### config.mk
export PLATFORM = sky130hd
export DESIGN_NAME = multi_bus
export DESIGN_NICKNAME = d
export VERILOG_FILES = /design/src/rtl/multi_bus_pkg.sv /design/src/rtl/multi_bus_rr_arb.sv /design/src/rtl/multi_bus.sv
export SDC_FILE = /design/constraint.sdc
export NUM_CORES = 1
export LEC_CHECK = 0
export CAP_MARGIN = 10
export CORE_AREA = 2 2 174 176
export DETAILED_ROUTE_END_ITERATION = 10
export DIE_AREA = 0 0 176 178
export GPL_ROUTABILITY_DRIVEN = 0
export PLACE_DENSITY = 0.48
export RECOVER_POWER = 100
export SLEW_MARGIN = 20
export SYNTH_ARGS = -nofsm -noshare
export SYNTH_HDL_FRONTEND = slang
export SYNTH_SLANG_ARGS = --single-unit
### constraint.sdc
create_clock -name clk -period 2 [get_ports clk]
set_clock_uncertainty 0.15 [all_clocks]
set_input_delay 0.4 -clock clk [delete_from_list [all_inputs] [get_ports clk]]
set_output_delay 0.4 -clock clk [all_outputs]
set_load 0.02 [all_outputs]
### src/rtl/multi_bus_pkg.sv
// Shared widths, default slave address map and arbiter state type for multi_bus.
package multi_bus_pkg;

    localparam int AW = 16;
    localparam int DW = 64;

    // Slave 0 owns 0x0000-0x07FF, slave 1 owns 0x7000-0x71FF.
    localparam logic [31:0] DEF_S_BASE = {16'h7000, 16'h0000};
    localparam logic [31:0] DEF_S_MASK = {16'hFE00, 16'hF800};

    typedef enum logic {
        ARB_IDLE  = 1'b0,
        ARB_OWNED = 1'b1
    } arb_state_e;

endpackage

### src/rtl/multi_bus_rr_arb.sv
// Round-robin bus arbiter with registered one-hot grant.
// Optional grant hold limit enabled by MULTI_BUS_HOLD_LIMIT_EN.
//
// state     | meaning
// ARB_IDLE  | no master owns the bus
// ARB_OWNED | exactly one grant bit is set
module multi_bus_rr_arb
    import multi_bus_pkg::*;
#(
    parameter int N_MASTER = 2,
    parameter int HOLD_MAX = 16
) (
    input  logic                clk,
    input  logic                reset_n,
    input  logic [N_MASTER-1:0] req,
    output logic [N_MASTER-1:0] grant,
    output arb_state_e          state
);

    localparam int PW = (N_MASTER > 1) ? $clog2(N_MASTER) : 1;

    arb_state_e          state_nxt;
    logic [N_MASTER-1:0] grant_nxt;
    logic [N_MASTER-1:0] cand;
    logic [PW-1:0]       ptr;
    logic [PW-1:0]       ptr_nxt;
    logic [PW-1:0]       pick;
    logic [PW-1:0]       idx;
    logic [PW:0]         sum;
    logic                keep;
    logic                expire;
    logic                found;

    assign keep = |(grant & req);

`ifdef MULTI_BUS_HOLD_LIMIT_EN
    localparam int CW = $clog2(HOLD_MAX + 1);

    logic [CW-1:0] hold_cnt;
    logic [CW-1:0] hold_cnt_nxt;

    // Down-counter loaded on every grant change; terminal count means the
    // owner has used up HOLD_MAX cycles.
    assign expire = keep && (hold_cnt == '0) && |(req & ~grant);

    always_comb begin
        hold_cnt_nxt = hold_cnt;
        if (grant_nxt != grant) begin
            hold_cnt_nxt = CW'(HOLD_MAX - 1);
        end else if ((state == ARB_OWNED) && (hold_cnt != '0)) begin
            hold_cnt_nxt = hold_cnt - CW'(1);
        end
    end

    always_ff @(posedge clk or negedge reset_n) begin
        if (!reset_n) begin
            hold_cnt <= '0;
        end else begin
            hold_cnt <= hold_cnt_nxt;
        end
    end
`else
    assign expire = 1'b0;

    // HOLD_MAX only matters to the hold limiter.
    if (HOLD_MAX < 1) begin : g_hold_max_unused
    end
`endif

    // First candidate at or after ptr, wrapping modulo N_MASTER.
    always_comb begin
        cand  = expire ? (req & ~grant) : req;
        found = 1'b0;
        pick  = ptr;
        sum   = '0;
        idx   = '0;
        for (int k = 0; k < N_MASTER; k++) begin
            sum = {1'b0, ptr} + (PW+1)'(k);
            if (sum >= (PW+1)'(N_MASTER)) begin
                sum = sum - (PW+1)'(N_MASTER);
            end
            idx = sum[PW-1:0];
            if (!found && cand[idx]) begin
                found = 1'b1;
                pick  = idx;
            end
        end
    end

    always_comb begin
        state_nxt = state;
        grant_nxt = grant;
        ptr_nxt   = ptr;
        if ((state == ARB_IDLE) || !keep || expire) begin
            if (found) begin
                state_nxt = ARB_OWNED;
                grant_nxt = N_MASTER'(1) << pick;
                ptr_nxt   = (pick == PW'(N_MASTER - 1)) ? '0 : pick + PW'(1);
            end else begin
                state_nxt = ARB_IDLE;
                grant_nxt = '0;
            end
        end
    end

    always_ff @(posedge clk or negedge reset_n) begin
        if (!reset_n) begin
            state <= ARB_IDLE;
            grant <= '0;
            ptr   <= '0;
        end else begin
            state <= state_nxt;
            grant <= grant_nxt;
            ptr   <= ptr_nxt;
        end
    end

endmodule

### src/rtl/multi_bus.sv
// Shared multi-master bus: arbitration, slave address decode and read-data return.
// Define MULTI_BUS_HOLD_LIMIT_EN to bound how long one master may hold the grant.
module multi_bus
    import multi_bus_pkg::*;
#(
    parameter int                    N_MASTER = 2,
    parameter int                    N_SLAVE  = 2,
    parameter logic [N_SLAVE*AW-1:0] S_BASE   = DEF_S_BASE,
    parameter logic [N_SLAVE*AW-1:0] S_MASK   = DEF_S_MASK,
    parameter int                    HOLD_MAX = 16
) (
    input  logic                   clk,
    input  logic                   reset_n,
    input  logic [N_MASTER-1:0]    m_req,
    input  logic [N_MASTER-1:0]    m_wr,
    input  logic [N_MASTER*AW-1:0] m_addr,
    input  logic [N_MASTER*DW-1:0] m_dout,
    output logic [N_MASTER-1:0]    m_grant,
    output logic [DW-1:0]          m_din,
    output logic [N_SLAVE-1:0]     s_sel,
    output logic [AW-1:0]          s_addr,
    output logic                   s_wr,
    output logic [DW-1:0]          s_din,
    input  logic [N_SLAVE*DW-1:0]  s_dout
);

    localparam int SW = (N_SLAVE > 1) ? $clog2(N_SLAVE) : 1;

    arb_state_e    state;
    logic          owned;
    logic          hit;
    logic [SW-1:0] sel_idx;
    logic [SW-1:0] rd_idx;
    logic          rd_vld;

    multi_bus_rr_arb #(
        .N_MASTER (N_MASTER),
        .HOLD_MAX (HOLD_MAX)
    ) u_arb (
        .clk     (clk),
        .reset_n (reset_n),
        .req     (m_req),
        .grant   (m_grant),
        .state   (state)
    );

    assign owned = (state == ARB_OWNED);

    // Grant is one-hot, so an OR of gated masters is a clean mux.
    always_comb begin
        s_addr = '0;
        s_wr   = 1'b0;
        s_din  = '0;
        for (int i = 0; i < N_MASTER; i++) begin
            if (m_grant[i]) begin
                s_addr = s_addr | m_addr[i*AW +: AW];
                s_wr   = s_wr | m_wr[i];
                s_din  = s_din | m_dout[i*DW +: DW];
            end
        end
    end

    // Scanning downwards lets the lowest matching slave win on overlap.
    always_comb begin
        hit     = 1'b0;
        sel_idx = '0;
        for (int k = N_SLAVE - 1; k >= 0; k--) begin
            if (owned && ((s_addr & S_MASK[k*AW +: AW]) == S_BASE[k*AW +: AW])) begin
                hit     = 1'b1;
                sel_idx = SW'(k);
            end
        end
        s_sel = hit ? (N_SLAVE'(1) << sel_idx) : '0;
    end

    always_ff @(posedge clk or negedge reset_n) begin
        if (!reset_n) begin
            rd_vld <= 1'b0;
            rd_idx <= '0;
        end else begin
            rd_vld <= hit && !s_wr;
            rd_idx <= sel_idx;
        end
    end

    always_comb begin
        m_din = '0;
        for (int k = 0; k < N_SLAVE; k++) begin
            if (rd_vld && (rd_idx == SW'(k))) begin
                m_din = s_dout[k*DW +: DW];
            end
        end
    end

endmodule

==> results.yml <==
synth:
  synthCells: 275
  synth.avg_cell_area_um2: 8.20
  syn_nets: 569
  yosysUniqueCellTypes: 27
  yosysWarnings: 0
  ys_ff_latch: 6
  synth_top_area_cell: "a22o_1"
  ys_seq_area_frac: 0.0666
  netlist_top_cells_area: "a22o_1, mux2i_1, nor2b_1, dfrtp_1, buf_2"
  synth_area_mm2: 0.00226
  netlist.area_leader.share: 0.291
min_path:
  hold_class: "in -> async"
timing:
  worst_pin_slew_ns: 0.318
  finalWorstSetupSlack_ns: -0.178
  finalCritPeriodShare: 1.09
  fin_hold_ws_ns: 0.356
  timing.slew.headroom: 0.787
  hold_viol_final: 0
  slew_violations: 0
  fin_crit_ns: 2.18
  finalSetupViolations: 44
  fmax_ghz: 0.459
  rsz0062_at_grt: "yes"
clock_tree:
  cts_tree: "done"
  cts_hold_buffers: 0
  cts_buffer_depth: 2
  cts_sinks: 6
  cts.htree.levels: 1
  insertion_delay_ns: 0.23
  path_clk_slew_ns: 0.03
  cts_buffers: 3
  cts_root_buffer: "clkbuf_16"
power:
  power_leakage_uw: 0.00308
  intPower_uw: 1970
  p_seq_frac: 0.049
  p_clk_frac: 0.097
  pwr-share-comb: 0.854
  swShare: 0.415
  p_sw_uw: 1400
  powerDensity_mw_per_mm2: 449
  peakVddDrop_v: 0.000252
route:
  wl_per_cell_um: 17.8
  drtPass1Iterations: 4
  drc_errors: 0
  wirelength_mm: 20.0
  drtIter0Drc: 39
  vias_per_cell: 3.59
  postRouteAntennaNets: 0
  vias: 4034
global_route:
  antenna_found_initial: 2
  grt_pass1_wl_mm: 26.2
  first_global_vias: 4117
  grt-ovfl-total: 0
  track_usage: 0.112
  grt_max_degree: 65
run:
  drv_cap: 0
floorplan:
  num_io_pins: 443
  coreArea_mm2: 0.0294
  dieArea_mm2: 0.0313
  initial_core_util: 0.0767
  fp-row-count: 63
  fp.dieW_um: 176
  die_y_um: 178
cells_and_area:
  final_common_cell: "clkdlybuf4s50_1"
  final_cell_mix: "clkdlybuf4s50_1, buf_4, a22o_1, nor2b_1, mux2i_1"
  final_area_mm2: 0.00751
  syn_to_final_growth_pct: 233
  drive_gt1_frac: 0.296
  layout.nets: 1029
  final_cell_count_no_fill: 1124
  diodes: 0
placed_design:
  io_buffer_count: 442
  dp_hpwl_mm: 16.0
  placed_cell_area_mm2: 0.00722
  placed_cells: 1093
  place_ws_ns: -0.690
setup_path:
  crit_arrival_ns: 1.63
  worst_setup_path_start_kind: "register"
  cp-end-kind: "output pin"
  crit_required_ns: 1.45
  cp_max_fo: 7
  critPathKind: "reg -> out"
outcome:
  status: "complete, but fails checks"
  violations: "negative setup slack"
[registers in the layout, summed over array words and instances, names as in the netlist]
| signal | cells |
|---|---|
| rd_vld | 1 |
| u_arb.ptr | 1 |
| u_arb.state | 1 |
| rd_idx | 1 |
| u_arb.grant | 2 |
[through the flow]
step | setup TNS (ns) | util | total power (uW)
5_1_grt | -8.46 | 0.255 | 3540
2_1_floorplan | 0 | - | 1280
3_5_place_dp | -30.56 | 0.246 | 2840
3_3_place_gp | -30.34 | 0.246 | 2840
6_report | -5.29 | 0.255 | 3370
4_1_cts | -3.96 | 0.245 | 3320
[power by group through the flow]
stage                     Combinational, uW  Clock [uW]  Sequential (uW)
after floorplan                        1120           0              166
after global placement                 2660           0              181
after detailed placement               2660           0              183
after CTS                              2810         335              174
after global routing                   3040         342              166
final                                  2880         328              164
[critical path: stages (launching register included)]
cell and delay (ns):
dfrtp_2 0.42, buf_12 0.14, a22oi_2 0.25, nand2_2 0.10, nor4_4 0.30, buf_4 0.19
[cells by family after synthesis]
group,Yosys count,share of synthesized area
AO/OA/AOI/OAI,93,0.354
buffers and inverters,38,0.0799
flip-flops,6,0.0666
multiplexers,64,0.284
AND/OR/NAND/NOR,74,0.216
[cells in the mapped netlist]
cell type	instances
nor2_1	1
a21boi_1	1
o21a_1	1
a22oi_1	3
nand2b_1	1
o21ba_1	1
o22ai_1	1
o21ai_1	1
a22oi_2	1
buf_6	1
mux2i_1	64
nand3_1	1
o21ai_0	1
buf_4	2
a21oi_1	6
nor2b_1	64
nand2_1	3
a22o_1	75
inv_1	5
buf_1	1
clkbuf_1	11
dfrtp_1	6
a22o_4	2
or2_1	1
buf_2	18
nand4bb_1	1
nor4_4	2
[routing by layer]
layer / global-route usage / up-vias / share of wire
li1: - / 1963 / -
met1: 0.119 / 1795 / 0.37
met2: 0.219 / 264 / 0.52
met3: 0.0416 / 8 / 0.10
met4: 0.00999 / 4 / 0.0058
met5: 0 / - / 0.0013
[timing repair]
item                       CTS  global route
setup buffers               15             7
setup endpoints to repair  148            89
cloned                       6             3
resized for setup          592            75
pin swaps                    5             6
[worst paths after layout]
kind                                start   endpoint  slack [ns]  cells past startpoint
setup / recovery           u_arb.grant[0]   s_sel[1]       -0.18                      5
hold / removal                    reset_n  u_arb.ptr        0.36                      1
min in group clk                u_arb.ptr  u_arb.ptr        0.44                      2
hold reg to reg                 u_arb.ptr  u_arb.ptr        0.44                      2
setup reg to reg           u_arb.grant[0]     rd_vld        0.21                      7
max in group asynchronous         reset_n     rd_idx        1.08                      1
[cell type report]
| cell class | instances | area (um2) |
|---|---|---|
| Sequential cell | 6 | 156 |
| Fill cell | 3240 | 21900 |
| Inverter | 5 | 18.8 |
| Timing Repair Buffer | 488 | 4740 |
| Clock buffer | 4 | 78.8 |
| Tap cell | 390 | 488 |
| Multi-Input combinational cell | 231 | 2030 |
No activity file was read; power rests on OpenSTA's default activity.
